`src/rtl/uart_pkg.sv`:
```
// Shared types and constants for the UART receive controller slice.
package uart_pkg;

  localparam int unsigned ENTRY_W   = 9;
  localparam int unsigned DEF_DEPTH = 4;
  localparam int unsigned DEF_DIVW  = 16;

  typedef enum logic [1:0] {
    ST_OFF  = 2'd0,
    ST_RUN  = 2'd1,
    ST_CAPT = 2'd2
  } rx_state_e;

  typedef struct packed {
    logic       frm_err;
    logic [7:0] data;
  } rx_entry_t;

endpackage

```
`src/rtl/uart_rx_fifo.sv`:
```
// Show-ahead RX FIFO: registered head, count and full/empty flags.
module uart_rx_fifo
  import uart_pkg::*;
#(
  parameter int unsigned DEPTH = DEF_DEPTH,
  parameter int unsigned AW    = 2
) (
  input  logic               clk,
  input  logic               rst_n,
  input  logic               wr_en,
  input  logic [ENTRY_W-1:0] wr_data,
  input  logic               rd_en,
  output logic [ENTRY_W-1:0] rd_data,
  output logic               empty,
  output logic               full,
  output logic [AW:0]        count
);

  localparam int unsigned CW = AW + 1;

  logic [ENTRY_W-1:0] mem [DEPTH];
  logic [AW-1:0]      wr_ptr;
  logic [AW-1:0]      rd_ptr;
  logic [AW-1:0]      rd_ptr_inc;
  logic [CW-1:0]      count_next;
  logic               do_push;
  logic               do_pop;

  assign do_pop     = rd_en && !empty;
  assign do_push    = wr_en && (!full || do_pop);
  assign rd_ptr_inc = rd_ptr + AW'(1);

  always_comb begin
    count_next = count;
    if (do_push && !do_pop)      count_next = count + CW'(1);
    else if (!do_push && do_pop) count_next = count - CW'(1);
  end

  always_ff @(posedge clk) begin
    if (do_push) mem[wr_ptr] <= wr_data;
  end

  // Head register tracks the next entry; bypass when the new head is being written now.
  always_ff @(posedge clk) begin
    if (!rst_n) begin
      wr_ptr  <= '0;
      rd_ptr  <= '0;
      count   <= '0;
      empty   <= 1'b1;
      full    <= 1'b0;
      rd_data <= '0;
    end else begin
      if (do_push) wr_ptr <= wr_ptr + AW'(1);
      if (do_pop)  rd_ptr <= rd_ptr_inc;
      count <= count_next;
      empty <= (count_next == '0);
      full  <= (count_next == CW'(DEPTH));
      if (do_pop)
        rd_data <= (do_push && (rd_ptr_inc == wr_ptr)) ? wr_data : mem[rd_ptr_inc];
      else if (do_push && empty)
        rd_data <= wr_data;
    end
  end

endmodule

```
`src/rtl/uart_rx_ctrl.sv`:
```
// UART receiver sequencer: baud divider, enable/reset control, frame capture and sticky errors.
module uart_rx_ctrl
  import uart_pkg::*;
#(
  parameter int unsigned DEPTH = DEF_DEPTH,
  parameter int unsigned AW    = 2,
  parameter int unsigned DIVW  = DEF_DIVW
) (
  input  logic               clk,
  input  logic               rst_n,
  input  logic               cfg_en,
  input  logic [DIVW-1:0]    cfg_div,
  input  logic               err_clr,
  input  logic               rd_en,
  input  logic               rx_done,
  input  logic               rx_busy,
  input  logic               rx_error,
  input  logic [7:0]         rx_byte,
  output logic               rx_en,
  output logic               rx_rst,
  output logic               bclk_tick,
  output logic [ENTRY_W-1:0] rd_data,
  output logic               fifo_empty,
  output logic               fifo_full,
  output logic [AW:0]        fifo_count,
  output logic               ovr_err,
  output logic               frm_err,
  output logic               line_busy
);

  rx_state_e       state;
  rx_state_e       state_next;
  logic [7:0]      hold_byte;
  logic [DIVW-1:0] div_cnt;
  logic            push_c;
  logic            ovr_set_c;
  logic            frm_set_c;
  rx_entry_t       entry_c;

  always_comb begin
    state_next = state;
    case (state)
      ST_OFF:  if (cfg_en) state_next = ST_RUN;
      ST_RUN:  if (rx_done) state_next = ST_CAPT;
      ST_CAPT: state_next = ST_RUN;
      default: state_next = ST_OFF;
    endcase
    if (!cfg_en) state_next = ST_OFF;
  end

  // A capture cycle with the enable dropped is abandoned entirely.
  assign push_c    = (state == ST_CAPT) && cfg_en;
  assign ovr_set_c = push_c && fifo_full && !rd_en;
  assign frm_set_c = push_c && rx_error;
  assign entry_c   = '{frm_err: rx_error, data: hold_byte};

  always_ff @(posedge clk) begin
    if (!rst_n) begin
      state     <= ST_OFF;
      hold_byte <= '0;
      rx_en     <= 1'b0;
      rx_rst    <= 1'b1;
      div_cnt   <= '0;
      bclk_tick <= 1'b0;
      ovr_err   <= 1'b0;
      frm_err   <= 1'b0;
      line_busy <= 1'b0;
    end else begin
      state     <= state_next;
      rx_en     <= (state_next != ST_OFF);
      rx_rst    <= (state_next == ST_OFF);
      line_busy <= rx_busy;
      if (state == ST_RUN && rx_done) hold_byte <= rx_byte;

      // Divider held at the reload value while off so re-enable starts a full period.
      if (state_next == ST_OFF) begin
        div_cnt   <= cfg_div;
        bclk_tick <= 1'b0;
      end else if (div_cnt == '0) begin
        div_cnt   <= cfg_div;
        bclk_tick <= 1'b1;
      end else begin
        div_cnt   <= div_cnt - DIVW'(1);
        bclk_tick <= 1'b0;
      end

      if (ovr_set_c)    ovr_err <= 1'b1;
      else if (err_clr) ovr_err <= 1'b0;
      if (frm_set_c)    frm_err <= 1'b1;
      else if (err_clr) frm_err <= 1'b0;
    end
  end

  uart_rx_fifo #(
    .DEPTH (DEPTH),
    .AW    (AW)
  ) u_fifo (
    .clk     (clk),
    .rst_n   (rst_n),
    .wr_en   (push_c),
    .wr_data (entry_c),
    .rd_en   (rd_en),
    .rd_data (rd_data),
    .empty   (fifo_empty),
    .full    (fifo_full),
    .count   (fifo_count)
  );

endmodule

```
`config.mk`:
```
export PLATFORM = sky130hd
export DESIGN_NAME = uart_rx_ctrl
export DESIGN_NICKNAME = d
export VERILOG_FILES = /design/src/rtl/uart_pkg.sv /design/src/rtl/uart_rx_fifo.sv /design/src/rtl/uart_rx_ctrl.sv
export SDC_FILE = /design/constraint.sdc
export NUM_CORES = 1
export LEC_CHECK = 0
export ABC_AREA = 1
export CAP_MARGIN = 10
export CORE_UTILIZATION = 55
export CTS_CLUSTER_SIZE = 40
export DETAILED_ROUTE_END_ITERATION = 12
export MAX_ROUTING_LAYER = met4
export PLACE_DENSITY = 0.92
export RECOVER_POWER = 25
export SLEW_MARGIN = 20
export SYNTH_ARGS = -nofsm -noshare
export SYNTH_HDL_FRONTEND = slang
export SYNTH_SLANG_ARGS = --single-unit
```
`constraint.sdc`:
```
create_clock -name clk -period 3.8 [get_ports clk]
set_input_delay 0.76 -clock clk [delete_from_list [all_inputs] [get_ports clk]]
set_output_delay 0.76 -clock clk [all_outputs]
set_load 0.03 [all_outputs]
```
Word level (Yosys, flattened, before mapping)

Memory sizes are Yosys's and may differ from the RTL's.
Index checks and enable logic that the tools add are counted.

Register bits: 50
Memory bits (writable): 36
Bits of input ports: 32
Output and inout bits: 20
Word-level logic and storage cells: 69
Memories kept: 1

Memories:

| memory     | depth | width | read ports | clocked after Yosys merged registers in | wr ports | RTL line           | text |
|---|---|---|---|---|---|---|---|
| u_fifo.mem | 4     | 9     | 1          | 0                                       | 1        | uart_rx_fifo.sv:21 | `logic [ENTRY_W-1:0] mem [DEPTH];` |

Add/subtract/negate cells: 5
Equality and inequality tests: 4
Muxes and demuxes: 16
Bitwise gates (word level): 1
Reduce and logical (&&, ||, !) cells: 27

Operators by type and width:

| operator              | number |
|---|---|
| $mux 16               | 2 |
| $mux 9                | 3 |
| $logic_not 16->1      | 1 |
| $sub 16x1->16 const B | 1 |
| $logic_and 1x1->1     | 11 |
| $reduce_bool 2->1     | 4 |
| $mux 1                | 6 |
| $mux 3                | 2 |
| $logic_not 1->1       | 5 |
| $add 2x1->2 const B   | 2 |
| $logic_not 2->1       | 2 |
| $mux 2                | 2 |
| $pmux 2 s2            | 1 |
| $reduce_or 2->1       | 2 |
| $add 3x1->3 const B   | 1 |
| $eq 3x3->1 const B    | 1 |
| $logic_not 3->1       | 1 |
| $sub 3x1->3 const B   | 1 |
| $eq 2x1->1 const B    | 1 |
| $eq 2x2->1            | 1 |
| $eq 2x2->1 const B    | 1 |
| $logic_or 1x1->1      | 1 |
| $not 1->1             | 1 |

Depth between registers and ports, before layout

Gate-level depths: netlist (run 1).

Depth in word-level cells: 9
Depth in mapped cells: 12
Mapped depth without buffers: 12

By module

Synthesis (run 1) repeated with hierarchy kept, for this count alone.

Cell total of the unflattened synthesis: 531
Area, all modules: 4,274.1 um^2

By module, submodules not included:

| module       | times used | cells an instance | area an instance (um^2) | seq. area each (um^2) |
|---|---|---|---|---|
| uart_rx_fifo | 1          | 271               | 2,484.9                 | 1,441.4 |
| uart_rx_ctrl | 1          | 260               | 1,789.2                 | 640.6 |

Worst setup path after synthesis (run 1)

No wires, ideal clock.

Kind: input to register
From: input cfg_en
To: memory u_fifo.mem[0][0] (enable)
Data arrival time: 1.644 ns
Data required time: 3.426 ns
Setup slack: 1.781 ns
Stages on the path: 5
Path buffers: 1
Path through: nand2_1 > nor2_2 > nand2_2 > buf_2 > nor2_1

Word-level cells in the longest chain between the ends: 4

RTL lines:

| element                      | RTL line           | text |
|---|---|---|
| from (decl)                  | uart_rx_ctrl.sv:11 | `input logic cfg_en,` |
| $logic_and 1x1->1            | uart_rx_ctrl.sv:52 | `assign push_c = (state == ST_CAPT) && cfg_en;` |
| $logic_and 1x1->1            | uart_rx_fifo.sv:30 | `assign do_push = wr_en && (!full \|\| do_pop);` |
| $mux 1                       | uart_rx_fifo.sv:40 | `if (do_push) mem[wr_ptr] <= wr_data;` |
| $mux 1 (not written as such) | uart_rx_fifo.sv:40 |  |
| to (decl)                    | uart_rx_fifo.sv:21 |  |

No other way between the ends.

Final worst setup path (run 1)

From: input cfg_en
To: memory u_fifo.mem[1][1] (enable)

The elaborated chain is that of the path after synthesis.

==> results_dict.tcl, run 1 <==
set metrics [dict create \
    area_delta_synth_final_pct 19.4 \
    yosys_warnings 0 \
    finalPower_mw 2.30 \
    r2r_start "u_fifo.rd_ptr[0]$_SDFFE_PN0P_" \
    switching_power_mw 0.736 \
    nets 567 \
    multiInputGateArea_mm2 0.00153 \
    run_status "finished, final reports clean" \
    cts_setup_buffers 0 \
    hp-start "ovr_err$_SDFFE_PN0P_" \
    finalHoldViolCount 0 \
    startpoint "cfg_en" \
    path_clk_slew_ns 0.09 \
    drt_iter0_drc 246 \
    criticalPathCategory "input port to register" \
    vias 3278 \
    tightest_slew_ns 0.782 \
    p_per_area_mw_per_mm2 494 \
    report.final.slew_viol_count 0 \
    io_buffer_count 51 \
    coreArea_mm2 0.00683 \
    dpl.hpwl_um 6430 \
    antenna_found_initial 0 \
    drv_cap 0 \
    num_antenna_cells 0 \
    setup_violations 0 \
    path_max_fanout 13 \
    dr.pass1.iters 5 \
    r2r_slack_ns 1.86 \
    design_area_mm2 0.00465 \
    r2r_end "u_fifo.rd_data[1]$_SDFFE_PN0P_" \
    cts_tree "done" \
    post-route-period-util_pct 62.4 \
    max_freq_mhz 422 \
    cts.root.buffer_cell "clkbuf_8" \
    place_area_mm2 0.00446 \
    clk_latency_ns 0.35 \
    synth.distinct_cells 28 \
    grtUsageTotal_pct 26.1 \
    p_int_mw 1.56 \
    syn_avg_cell_area_um2 8.21 \
    cts_resized 0 \
    grt_max_degree 23 \
    drive_gt1_share_pct 5.45 \
    die_x_um 86.2 \
    crit_path_start_kind "input port" \
    synth-seq-area-share_pct 53.4 \
    wirelength_um 8740 \
    clk_path_buf_depth 2 \
    hold_path_depth 2 \
    fin_crit_ns 2.37 \
    cts-htree-levels 3 \
    cts.sinks 86 \
    std_cell_rows 30 \
    p_sw_share_pct 32.0 \
    io_pins 52 \
    rr_worst_depth 10 \
    grt_pass1_vias 3179 \
    seqPwrFrac_pct 47.0 \
    holdPathEnd "ovr_err$_SDFFE_PN0P_" \
    die_area_mm2 0.00743 \
    place_inst 612 \
    overflow 0 \
    slew-limit-headroom_pct 47.7 \
    fp.dieH_um 86.2 \
    cts_buffers 9 \
    viasPerCell 5.22 \
    grt_pass1_wl_um 14400 \
    hold_class "register to register" \
    finClkSkew_ns 0.0110 \
    p_comb_share_pct 25.7 \
    globalplace.congestion 0.862 \
    drc_errors 0 \
    start_util_pct 57.1 \
    nFillCells 516 \
    grt_setup_unrepaired "false" \
    arrival_ns 2.35 \
    p_leak_nw 2.05 \
    hold_buffers 0 \
    p_clk_share_pct 27.3 \
    synth_cells 475 \
    synth_fp_nets 515 \
    regArea_mm2 0.00208 \
    irDropWorstVdd_v 0.000258 \
    ant_nets 0 \
    fin_hold_ws_ns 0.473 \
    layout.cells.non_filler 628 \
    ys_ff_latch 86 \
    wl_per_cell_um 13.9 \
    critPathRequiredTime_ns 3.78 \
    synth_area_mm2 0.00390 \
    cp-end-kind "register" \
    setup_tns_ns 0 \
]
per-stage QoR:
| step | utilization, % | worst slack (ns) |
|---|---|---|
| floorplan | - | 1.78 |
| global placement | 65.3 | 1.19 |
| detailed placement | 65.3 | 1.06 |
| CTS | 68.1 | 1.44 |
| global route | 68.1 | 1.28 |
| finish | 68.1 | 1.43 |
state kept, by name (all words and copies together) (netlist names):
| name | flops |
|---|---|
| bclk_tick | 1 |
| div_cnt | 16 |
| frm_err | 1 |
| hold_byte | 8 |
| line_busy | 1 |
| ovr_err | 1 |
| rx_en | 1 |
| rx_rst | 1 |
| state | 2 |
| u_fifo.count | 3 |
| u_fifo.empty | 1 |
| u_fifo.full | 1 |
| u_fifo.mem | 36 |
| u_fifo.rd_data | 9 |
| u_fifo.rd_ptr | 2 |
| u_fifo.wr_ptr | 2 |
how the worst max path moves through the flow:
stage / endpoint / slack (ns) / cells after the start
final: u_fifo.mem[1][1]$_DFFE_PP_ / 1.43 / 5
after global routing: u_fifo.mem[1][1]$_DFFE_PP_ / 1.28 / 5
after CTS: u_fifo.mem[1][1]$_DFFE_PP_ / 1.44 / 5
after detailed placement: u_fifo.mem[1][7]$_DFFE_PP_ / 1.06 / 5
after global placement: u_fifo.mem[3][0]$_DFFE_PP_ / 1.19 / 5
after floorplan: u_fifo.mem[0][0]$_DFFE_PP_ / 1.78 / 5
cell usage after synthesis (all sizes together):
master	instances	area, um2
nand2	128	503
nor2	75	292
inv	55	209
dfxtp	50	1000
nand3	44	220
o21ai	40	226
edfxtp	36	1080
a21oi	8	40.0
ha	8	100
xor2	8	70.1
buf	7	58.8
clkbuf	4	15.0
xnor2	4	35.0
nor3	3	15.0
nand3b	2	15.0
clkinv	1	3.75
nand4	1	6.26
or2	1	6.26
logic make-up (layout without fill, tap and decap cells):
kind of cell,after synthesis,count (layout),share of synthesized area (%)
AO/OA/AOI/OAI,48,48,6.84
buffers and inverters,67,124,7.35
flip-flops,86,86,53.4
adder cells (fa/ha/maj),8,8,2.57
AND/OR/NAND/NOR,254,254,27.1
XOR/XNOR,12,12,2.70
per-layer routing:
layer	track usage, %	vias up	wire, um
met2	44.4	135	4290
met4	12.4	0	276
li1	-	1612	-
met1	30.1	1504	3660
met5	-	-	0
met3	4.38	27	522
worst max-delay path, cell delays in order:
cell	delay (ns)
clkdlybuf4s50_1	0.49
nand2_1	0.07
nor2_2	0.17
nand2_2	0.21
nor2_1	0.65
cell usage in the layout, fill, tap and decap left out, types with 10 or more instances in the layout:
cell type          n
o21ai_0           37
clkbuf_8          10
nand3_1           44
edfxtp_1          36
nand2_1          123
inv_1             53
clkdlybuf4s50_1   50
nor2_1            73
dfxtp_1           50
power groups by stage:
stage	Sequential (mW)	Clock, mW	Combinational (mW)
final	1.08	0.628	0.590
after global routing	1.09	0.664	0.654
after CTS	1.08	0.629	0.589
after detailed placement	1.10	0	0.582
after global placement	1.10	0	0.564
after floorplan	1.16	0	0.333
layout make-up:
type	count	area share [%]
Sequential cell	86	44.7
Multi-Input combinational cell	322	32.9
Timing Repair Buffer	52	11.1
Inverter	56	4.57
Clock buffer	11	3.04
Tap cell	96	2.58
Clock inverter	5	1.08
(Power assumes the default switching activity.)
==> run 2, diff against run 1 <==
clock period = 2.2 ns   (was 3.8 ns; I/O delays follow)
==> run 2 against run 1 <==
Effect of this change:
- core utilization is 0.84 points higher
- first-iteration DRC count is 29% higher
- sequential cell count stayed put
- routed wire length is 5.8% higher
- register-to-register slack worse by 1.6 ns
- worst hold slack better by 0.0035 ns
- final area is 1.2% higher
- highest routed layer unchanged
==> results_dict.tcl, run 2 (synthesis results as in run 1) <==
set metrics [dict create \
    place_area_mm2 0.00451 \
    grt_setup_unrepaired "false" \
    layout.cells.non_filler 635 \
    cts-htree-levels 3 \
    fp.dieH_um 86.2 \
    dp_slack_ns -0.0113 \
    layout_setup_ws_ns 0.259 \
    max_freq_mhz 515 \
    cp_num_buf_inv 3 \
    grt_pass1_wl_um 15200 \
    run_status "finished, final reports clean" \
    globalplace.congestion 0.928 \
    critPathRequiredTime_ns 2.50 \
    coreArea_mm2 0.00683 \
    grt_pass1_vias 3349 \
    dr.pass1.iters 5 \
    largest_registers "u_fifo.mem (36), div_cnt (16), u_fifo.rd_data (9)" \
    criticalPathCategory "input port to register" \
    clk_latency_ns 0.36 \
    start_util_pct 57.1 \
    design_area_mm2 0.00471 \
    finalHoldViolCount 0 \
    cp-end-kind "register" \
    grtUsageTotal_pct 27.7 \
    cp_slowest_cell "clkdlybuf4s50_1" \
    p_leak_nw 2.09 \
    overflow 0 \
    p_per_area_mw_per_mm2 859 \
    grt_max_degree 42 \
    mostFrequentLayoutCells "nand2_1, nor2_1, inv_1" \
    ant_nets 0 \
    clk_path_buf_depth 2 \
    path_max_fanout 18 \
    crit_path_cell_trace "clkdlybuf4s50_1 > nand2_1 > nor2_2 > nand2_2 > o21ai_4 > o21ai_0 > inv_1 > nand2_1 > inv_1" \
    fin_crit_ns 1.94 \
    place_inst 619 \
    hold_buffers 0 \
    setup_tns_ns 0 \
    layout_commonest_cell "nand2_1" \
    nFillCells 491 \
    antenna_found_initial 0 \
    cts.root.buffer_cell "clkbuf_8" \
    drv_cap 0 \
    path_clk_slew_ns 0.09 \
    std_cell_rows 30 \
    tightest_slew_ns 0.634 \
    vias 3388 \
    hold_class "register to register" \
    wirelength_um 9240 \
    fin_hold_ws_ns 0.477 \
    path_delay_family "buffers and inverters" \
    drc_errors 0 \
    multiInputGateArea_mm2 0.00153 \
    area_delta_synth_final_pct 20.9 \
    irDropWorstVdd_v 0.000562 \
    die_x_um 86.2 \
    viasPerCell 5.34 \
    cts_buffers 9 \
    wl_per_cell_um 14.6 \
    cts_resized 0 \
    dpl.hpwl_um 6510 \
    post-route-period-util_pct 88.2 \
    slew-limit-headroom_pct 57.6 \
    die_area_mm2 0.00743 \
    largest_reg_flops 36 \
    finClkSkew_ns 0.0145 \
    drt_iter0_drc 318 \
    drive_gt1_share_pct 6.86 \
    num_antenna_cells 0 \
    regArea_mm2 0.00208 \
    cts_setup_buffers 0 \
    io_buffer_count 51 \
    report.final.slew_viol_count 0 \
    crit_path_start_kind "input port" \
    arrival_ns 2.24 \
    cts.sinks 86 \
    io_pins 52 \
    cts_tree "done" \
    max_stage_delay_ns 0.52 \
    setup_violations 0 \
    regMostFlops "u_fifo.mem" \
    nets 574 \
]
-- run 2: where the power goes --
group          internal (mW)  switching [mW]
Combinational          0.394           0.665
Clock                  0.493           0.617
Sequential              1.77           0.104
Total                   2.66            1.39
-- run 2: through the flow --
| step | power [mW] | util, % |
|---|---|---|
| after global routing | 4.23 | 69.0 |
| final | 4.05 | 69.0 |
| after detailed placement | 2.93 | 66.1 |
| after global placement | 2.89 | 66.1 |
| after CTS | 4.02 | 69.0 |
| after floorplan | 2.58 | - |
-- run 2: per-layer routing --
metal  wire (um)  GRT usage [%]  vias up
met1        3660           31.6     1567
met3         611           6.29       37
met5           0              -        -
met2        4590           44.9      153
li1            -              -     1631
met4         381           15.9        0
-- run 2: path summary, 6_finish.rpt --
path,startpoint,to,slack [ns],cells past startpoint
worst min-delay path,frm_err$_SDFFE_PN0P_,frm_err$_SDFFE_PN0P_,0.48,2
worst max-delay path,cfg_en,u_fifo.rd_data[4]$_SDFFE_PN0P_,0.26,9
worst max register to register,u_fifo.rd_ptr[0]$_SDFFE_PN0P_,u_fifo.rd_data[0]$_SDFFE_PN0P_,0.27,10
worst min register to register,frm_err$_SDFFE_PN0P_,frm_err$_SDFFE_PN0P_,0.48,2
-- run 2: worst register-to-register path, cell delays in order, from the launching register on --
cell     delay (ns)
dfxtp_1        0.50
inv_1          0.30
nand2_4        0.19
nand2_1        0.08
nand2_1        0.06
nand2_1        0.10
o21ai_2        0.35
nand2_1        0.11
nand3_1        0.10
nand2_1        0.05
inv_1          0.06
-- run 2: final cells by class --
class                           instances  area share, %
Tap cell                               96           2.55
Multi-Input combinational cell        322           32.5
Timing Repair Buffer                   59           12.1
Inverter                               56           4.52
Sequential cell                        86           44.2
Clock inverter                          6           1.01
Clock buffer                           10           3.16
==> run 3, diff against run 2 <==
SKIP_LAST_GASP = 1   (was default)
==> results of run 3 <==
Same layout as run 2: the final DEF is identical, and so are final timing and power.
==> patch 1, RTL diff (config.mk and constraints of run 3) <==
Register the inputs `cfg_en` and `cfg_div` before use. The logic sees them one clock later. The other inputs are not delayed to match.
--- a/src/rtl/uart_rx_ctrl.sv
+++ b/src/rtl/uart_rx_ctrl.sv
@@ -28,6 +28,14 @@
   output logic               line_busy
 );
 
+  logic cfg_en_q;
+  logic [DIVW-1:0] cfg_div_q;
+
+  always_ff @(posedge clk) begin
+    cfg_en_q  <= cfg_en;
+    cfg_div_q <= cfg_div;
+  end
+
   rx_state_e       state;
   rx_state_e       state_next;
   logic [7:0]      hold_byte;
@@ -40,16 +48,16 @@
   always_comb begin
     state_next = state;
     case (state)
-      ST_OFF:  if (cfg_en) state_next = ST_RUN;
+      ST_OFF:  if (cfg_en_q) state_next = ST_RUN;
       ST_RUN:  if (rx_done) state_next = ST_CAPT;
       ST_CAPT: state_next = ST_RUN;
       default: state_next = ST_OFF;
     endcase
-    if (!cfg_en) state_next = ST_OFF;
+    if (!cfg_en_q) state_next = ST_OFF;
   end
 
   // A capture cycle with the enable dropped is abandoned entirely.
-  assign push_c    = (state == ST_CAPT) && cfg_en;
+  assign push_c    = (state == ST_CAPT) && cfg_en_q;
   assign ovr_set_c = push_c && fifo_full && !rd_en;
   assign frm_set_c = push_c && rx_error;
   assign entry_c   = '{frm_err: rx_error, data: hold_byte};
@@ -74,10 +82,10 @@
 
       // Divider held at the reload value while off so re-enable starts a full period.
       if (state_next == ST_OFF) begin
-        div_cnt   <= cfg_div;
+        div_cnt   <= cfg_div_q;
         bclk_tick <= 1'b0;
       end else if (div_cnt == '0) begin
-        div_cnt   <= cfg_div;
+        div_cnt   <= cfg_div_q;
         bclk_tick <= 1'b1;
       end else begin
         div_cnt   <= div_cnt - DIVW'(1);
Check against the original RTL: not equivalent (Yosys sat finds a counterexample within 4 cycles, from zero or initial values and one cycle with rst_n low).
==> patch 1 against run 3 <==
Synthesized cell count increased by 7.2%; power is 6.9% higher; wire length is 8.5% lower; worst setup slack better by 0.0054 ns; clock skew is 0.0042 ns higher; area after synthesis grew 13%; first-iteration DRC count fell by 31%; clock power about the same; die area rose by 13%; final area up 10%; fmax rose by 0.28%; largest power group unchanged; sequential cell count grew 17; worst hold slack worse by 0.023 ns.
==> patch 1: results (changes against run 3) <==
fill cell count=555 (was 491); wire length on met2=4520 µm (was 4590 µm); Clock buf/inv share=3.50% (was 4.17%); outcome=finished clean (unchanged); Data buffer area share=10.9% (was 12.1%); weighted congestion reported at the end of routability-driven placement=0.868 (was 0.928); length of routed wiring on met1=3480 µm (was 3660 µm); total area of multi-input combinational cells=1640 µm² (was 1530 µm²); routed length on met3=341 µm (was 611 µm); final net count=607 (was 574); final routed wirelength across all metal layers=8460 µm (was 9240 µm); number of detailed-route iterations in the first pass=4 (was 5); standby leakage power=2.34 nW (was 2.09 nW); worst supply voltage drop on vdd=0.450 mV (was 0.562 mV); Crit path largest cell delay=0.70 ns (was 0.52 ns); Multi-Input Combinational=329 (was 322); slew of the pin with the lowest slew margin=0.422 ns (was 0.634 ns); number of global-route vias before repair=3,240 (was 3,349); distinct cell type count after synthesis=31 (was 28); number of nets produced by synthesis=549 (was 515); Commonest cells post-synth=sky130_fd_sc_hd__nand2_1 (135), sky130_fd_sc_hd__nor2_1 (71), sky130_fd_sc_hd__dfxtp_1 (67), sky130_fd_sc_hd__inv_1 (58), sky130_fd_sc_hd__nand3_1 (40) (was sky130_fd_sc_hd__nand2_1 (123), sky130_fd_sc_hd__nor2_1 (73), sky130_fd_sc_hd__inv_1 (53), sky130_fd_sc_hd__dfxtp_1 (50), sky130_fd_sc_hd__nand3_1 (44)); data arrival time at the worst-slack endpoint=1.50 ns (was 2.24 ns); global-route met2 utilization=40.8% (was 44.9%); Buffers excl. clock=58 (was 59); first-pass GRT wire length=14,100 µm (was 15,200 µm); sequential fraction of total cell area=46.7% (was 44.2%); average instance area after synthesis=8.65 µm² (was 8.21 µm²); fraction of final layout cells sized beyond drive strength 1=9.44% (was 6.86%); area after detailed placement=5000 µm² (was 4510 µm²); routed len/inst=12.5 µm (was 14.6 µm); area added between synthesis and finish=17.8% (was 20.9%); met3 Resource Use GR=5.28% (was 6.29%); Gate Count Post-Synth=509 (was 475); num sequential=103 (was 86); First DRT Iteration DRCs=219 (was 318); maximum clock skew at final layout=0.0187 ns (was 0.0145 ns); worst setup slack after placement=0.167 ns (was -0.0113 ns); Worst Hold Launch=cfg_div_q[4]$_DFF_P_ (was frm_err$_SDFFE_PN0P_); dpl hpwl=5910 µm (was 6510 µm)
patch 1: changes by cell type after synthesis, sizes merged, moves of 3 or more:
cell and delta:
dfxtp +17, inv +8, nand2 +17, nor2 +4, o21ai -18, xor2 +3
patch 1: final timing paths:
kind,to,slack [ns],depth (start not counted)
min reg2reg,div_cnt[4]$_SDFF_PN0_,0.45,2
max,fifo_count[2],0.26,1
max reg2reg,div_cnt[2]$_SDFF_PN0_,0.50,9
min,div_cnt[4]$_SDFF_PN0_,0.45,2
patch 1: power by group:
part           internal (mW)  total [mW]  leakage [nW]  switching, mW
sequential              2.09        2.20         0.888          0.104
combinational          0.400        1.02          1.36          0.625
clock                  0.446        1.11        0.0867          0.659
total                   2.94        4.33          2.34           1.39
patch 1: logic make-up after synthesis:
| logic type | share of synthesized area, % |
|---|---|
| adder cells (fa/ha/maj) | 2.27 |
| flip-flops | 55.0 |
| XOR/XNOR | 3.18 |
| buffers and inverters | 7.68 |
| AO/OA/AOI/OAI | 4.61 |
| AND/OR/NAND/NOR | 27.2 |
==> patch 2, RTL diff (settings of run 3) <==
Made on the original files. The package constant `DEF_DEPTH` goes from 4 to 8.
--- a/src/rtl/uart_pkg.sv
+++ b/src/rtl/uart_pkg.sv
@@ -2,7 +2,7 @@
 package uart_pkg;
 
   localparam int unsigned ENTRY_W   = 9;
-  localparam int unsigned DEF_DEPTH = 4;
+  localparam int unsigned DEF_DEPTH = 8;
   localparam int unsigned DEF_DIVW  = 16;
 
   typedef enum logic [1:0] {
Function: changed (a bounded check fails within 4 cycles, from zero or initial values and one cycle with rst_n low).
==> patch 2 against run 3 <==
Wire length down 6.8%; critical endpoint is now fifo_count[2]; critical path type is now flop to primary output; global-route usage fell by 1.3 points; final area up 0.58%; sequential share of layout area decreased by 0.26 points; final cell count shrank 0.47%; register-to-register slack improved by 0.10 ns; via count is 4.1% lower; power fell by 2.9%; worst setup slack improved by 0.028 ns; area after synthesis is 2.0% higher; largest cell class unchanged; die area grew 2.0%; sequential cell count stayed put.
==> patch 2: results (changes against run 3) <==
crit path launch=u_fifo.count[2]$_SDFF_PN0_ (was cfg_en); distinct cell type count after synthesis=32 (was 28); Clock transition at path regs=0.07 ns (was 0.09 ns); overall routing resource usage=26.4% (was 27.7%); Worst Hold Launch=frm_err$_SDFFE_PN0P_ (unchanged); met3 Resource Use GR=3.70% (was 6.29%); total number of yosys warnings=0 (unchanged); number of maximum-capacitance violations=0 (unchanged); outcome=finished clean (unchanged); final cell count without fillers=632 (was 635); Crit path largest cell delay=0.70 ns (was 0.52 ns); critical path fanouts, max=4 (was 18); pin count of the biggest net entering global routing=39 (was 42); weighted congestion reported at the end of routability-driven placement=0.806 (was 0.928); first-pass GRT wire length=14,600 µm (was 15,200 µm); maximum buffer depth of the clock tree=2 (unchanged); Commonest cells post-synth=sky130_fd_sc_hd__nand2_1 (116), sky130_fd_sc_hd__nor2_1 (72), sky130_fd_sc_hd__dfxtp_1 (50), sky130_fd_sc_hd__inv_1 (47) (was sky130_fd_sc_hd__nand2_1 (123), sky130_fd_sc_hd__nor2_1 (73), sky130_fd_sc_hd__inv_1 (53), sky130_fd_sc_hd__dfxtp_1 (50), sky130_fd_sc_hd__nand3_1 (44)); relative max-transition margin=70.1% (was 57.6%); share of flip-flops with an asynchronous set or reset after synthesis=0% (unchanged); startpoint of the most critical register-to-register path=div_cnt[0]$_SDFF_PN0_ (was u_fifo.rd_ptr[0]$_SDFFE_PN0P_); antenna violations before repair=0 (unchanged); worst supply voltage drop on vdd=0.456 mV (was 0.562 mV); average instance area after synthesis=8.39 µm² (was 8.21 µm²); dpl hpwl=6160 µm (was 6510 µm); Inst Count DP=616 (was 619); dominant cells by area after synthesis=sky130_fd_sc_hd__edfxtp_1 (27%), sky130_fd_sc_hd__dfxtp_1 (25%), sky130_fd_sc_hd__nand2_1 (11%) (was sky130_fd_sc_hd__edfxtp_1 (28%), sky130_fd_sc_hd__dfxtp_1 (26%), sky130_fd_sc_hd__nand2_1 (12%)); M1 GR Usage=30.2% (was 31.6%); standby leakage power=2.01 nW (was 2.09 nW); data arrival time at the worst-slack endpoint=1.47 ns (was 2.24 ns); global-route met2 utilization=45.3% (was 44.9%); number of nets produced by synthesis=514 (was 515); First DRT Iteration DRCs=190 (was 318); final routed wirelength across all metal layers=8620 µm (was 9240 µm); fraction of final layout cells sized beyond drive strength 1=9.70% (was 6.86%); number of detailed-route iterations in the first pass=4 (was 5); maximum clock skew at final layout=0.0108 ns (was 0.0145 ns); number of global-route vias before repair=3,234 (was 3,349); Seq/Total Area, Yosys=52.4% (was 53.4%); hold crit path type=flop to flop (unchanged); # H-tree levels=3 (unchanged); post-detailed-route via-to-cell ratio=5.14 (was 5.34); worst hold path cell count=2 (unchanged); # resized after CTS=0 (unchanged); worst reg2reg path depth=9 (was 10); final net count=571 (was 574)
patch 2: cell count changes after synthesis, moves of 6 or more:
cell and delta:
sky130_fd_sc_hd__nand2_1 -7, sky130_fd_sc_hd__o21ai_1 +6, sky130_fd_sc_hd__a21oi_2 +9, sky130_fd_sc_hd__o21ai_0 -13, sky130_fd_sc_hd__inv_1 -6, sky130_fd_sc_hd__a21oi_1 +9, sky130_fd_sc_hd__nand3_1 -8
patch 2: final timing paths:
check	slack (ns)	endpoint
setup / recovery	0.29	fifo_count[2]
hold / removal	0.48	frm_err$_SDFFE_PN0P_
setup reg to reg	0.37	div_cnt[15]$_SDFF_PN0_
hold reg to reg	0.48	frm_err$_SDFFE_PN0P_
patch 2: cell type report:
| cell class | instances | area (µm²) |
|---|---|---|
| inverter | 54 | 205 |
| timing repair buffer | 59 | 571 |
| sequential | 86 | 2080 |
| clock inverter | 4 | 25.0 |
| multi-input combinational | 321 | 1600 |
| tap | 96 | 120 |
| fill | 532 | 2170 |
| clock buffer | 12 | 135 |
patch 2: metrics by stage:
stage	utilization (%)	instance area (µm²)	hold slack, ns	total power, mW	worst slack [ns]
floorplan	-	3980	0.460	2.64	0.563
global placement	66.3	4580	0.457	2.94	0.233
detailed placement	66.3	4580	0.470	2.99	0.137
CTS	68.6	4740	0.481	3.92	0.285
global route	68.6	4740	0.514	4.11	0.223
finish	68.6	4740	0.479	3.93	0.287
patch 2: power breakdown:
part           internal, mW  total [mW]  switching (mW)
sequential             1.77        1.87           0.101
clock                 0.408       0.958           0.551
combinational         0.403        1.10           0.692
total                  2.58        3.93            1.34
patch 2: cell families after synthesis:
| kind of cell | share of synthesized area [%] |
|---|---|
| and+or+nand+nor | 26.1 |
| DFF | 52.4 |
| xor gates and xnor gates | 3.08 |
| AOI/OAI and AO/OA | 8.53 |
| adders and majority gates | 2.52 |
| buffers and inverters | 7.39 |
patch 2: layer usage:
metal	share of wire (%)	vias to the layer above	wire length [µm]
met1	42	1497	3620
met5	0	-	0
li1	-	1628	-
met4	2.6	0	222
met3	4.7	16	401
met2	51	109	4380
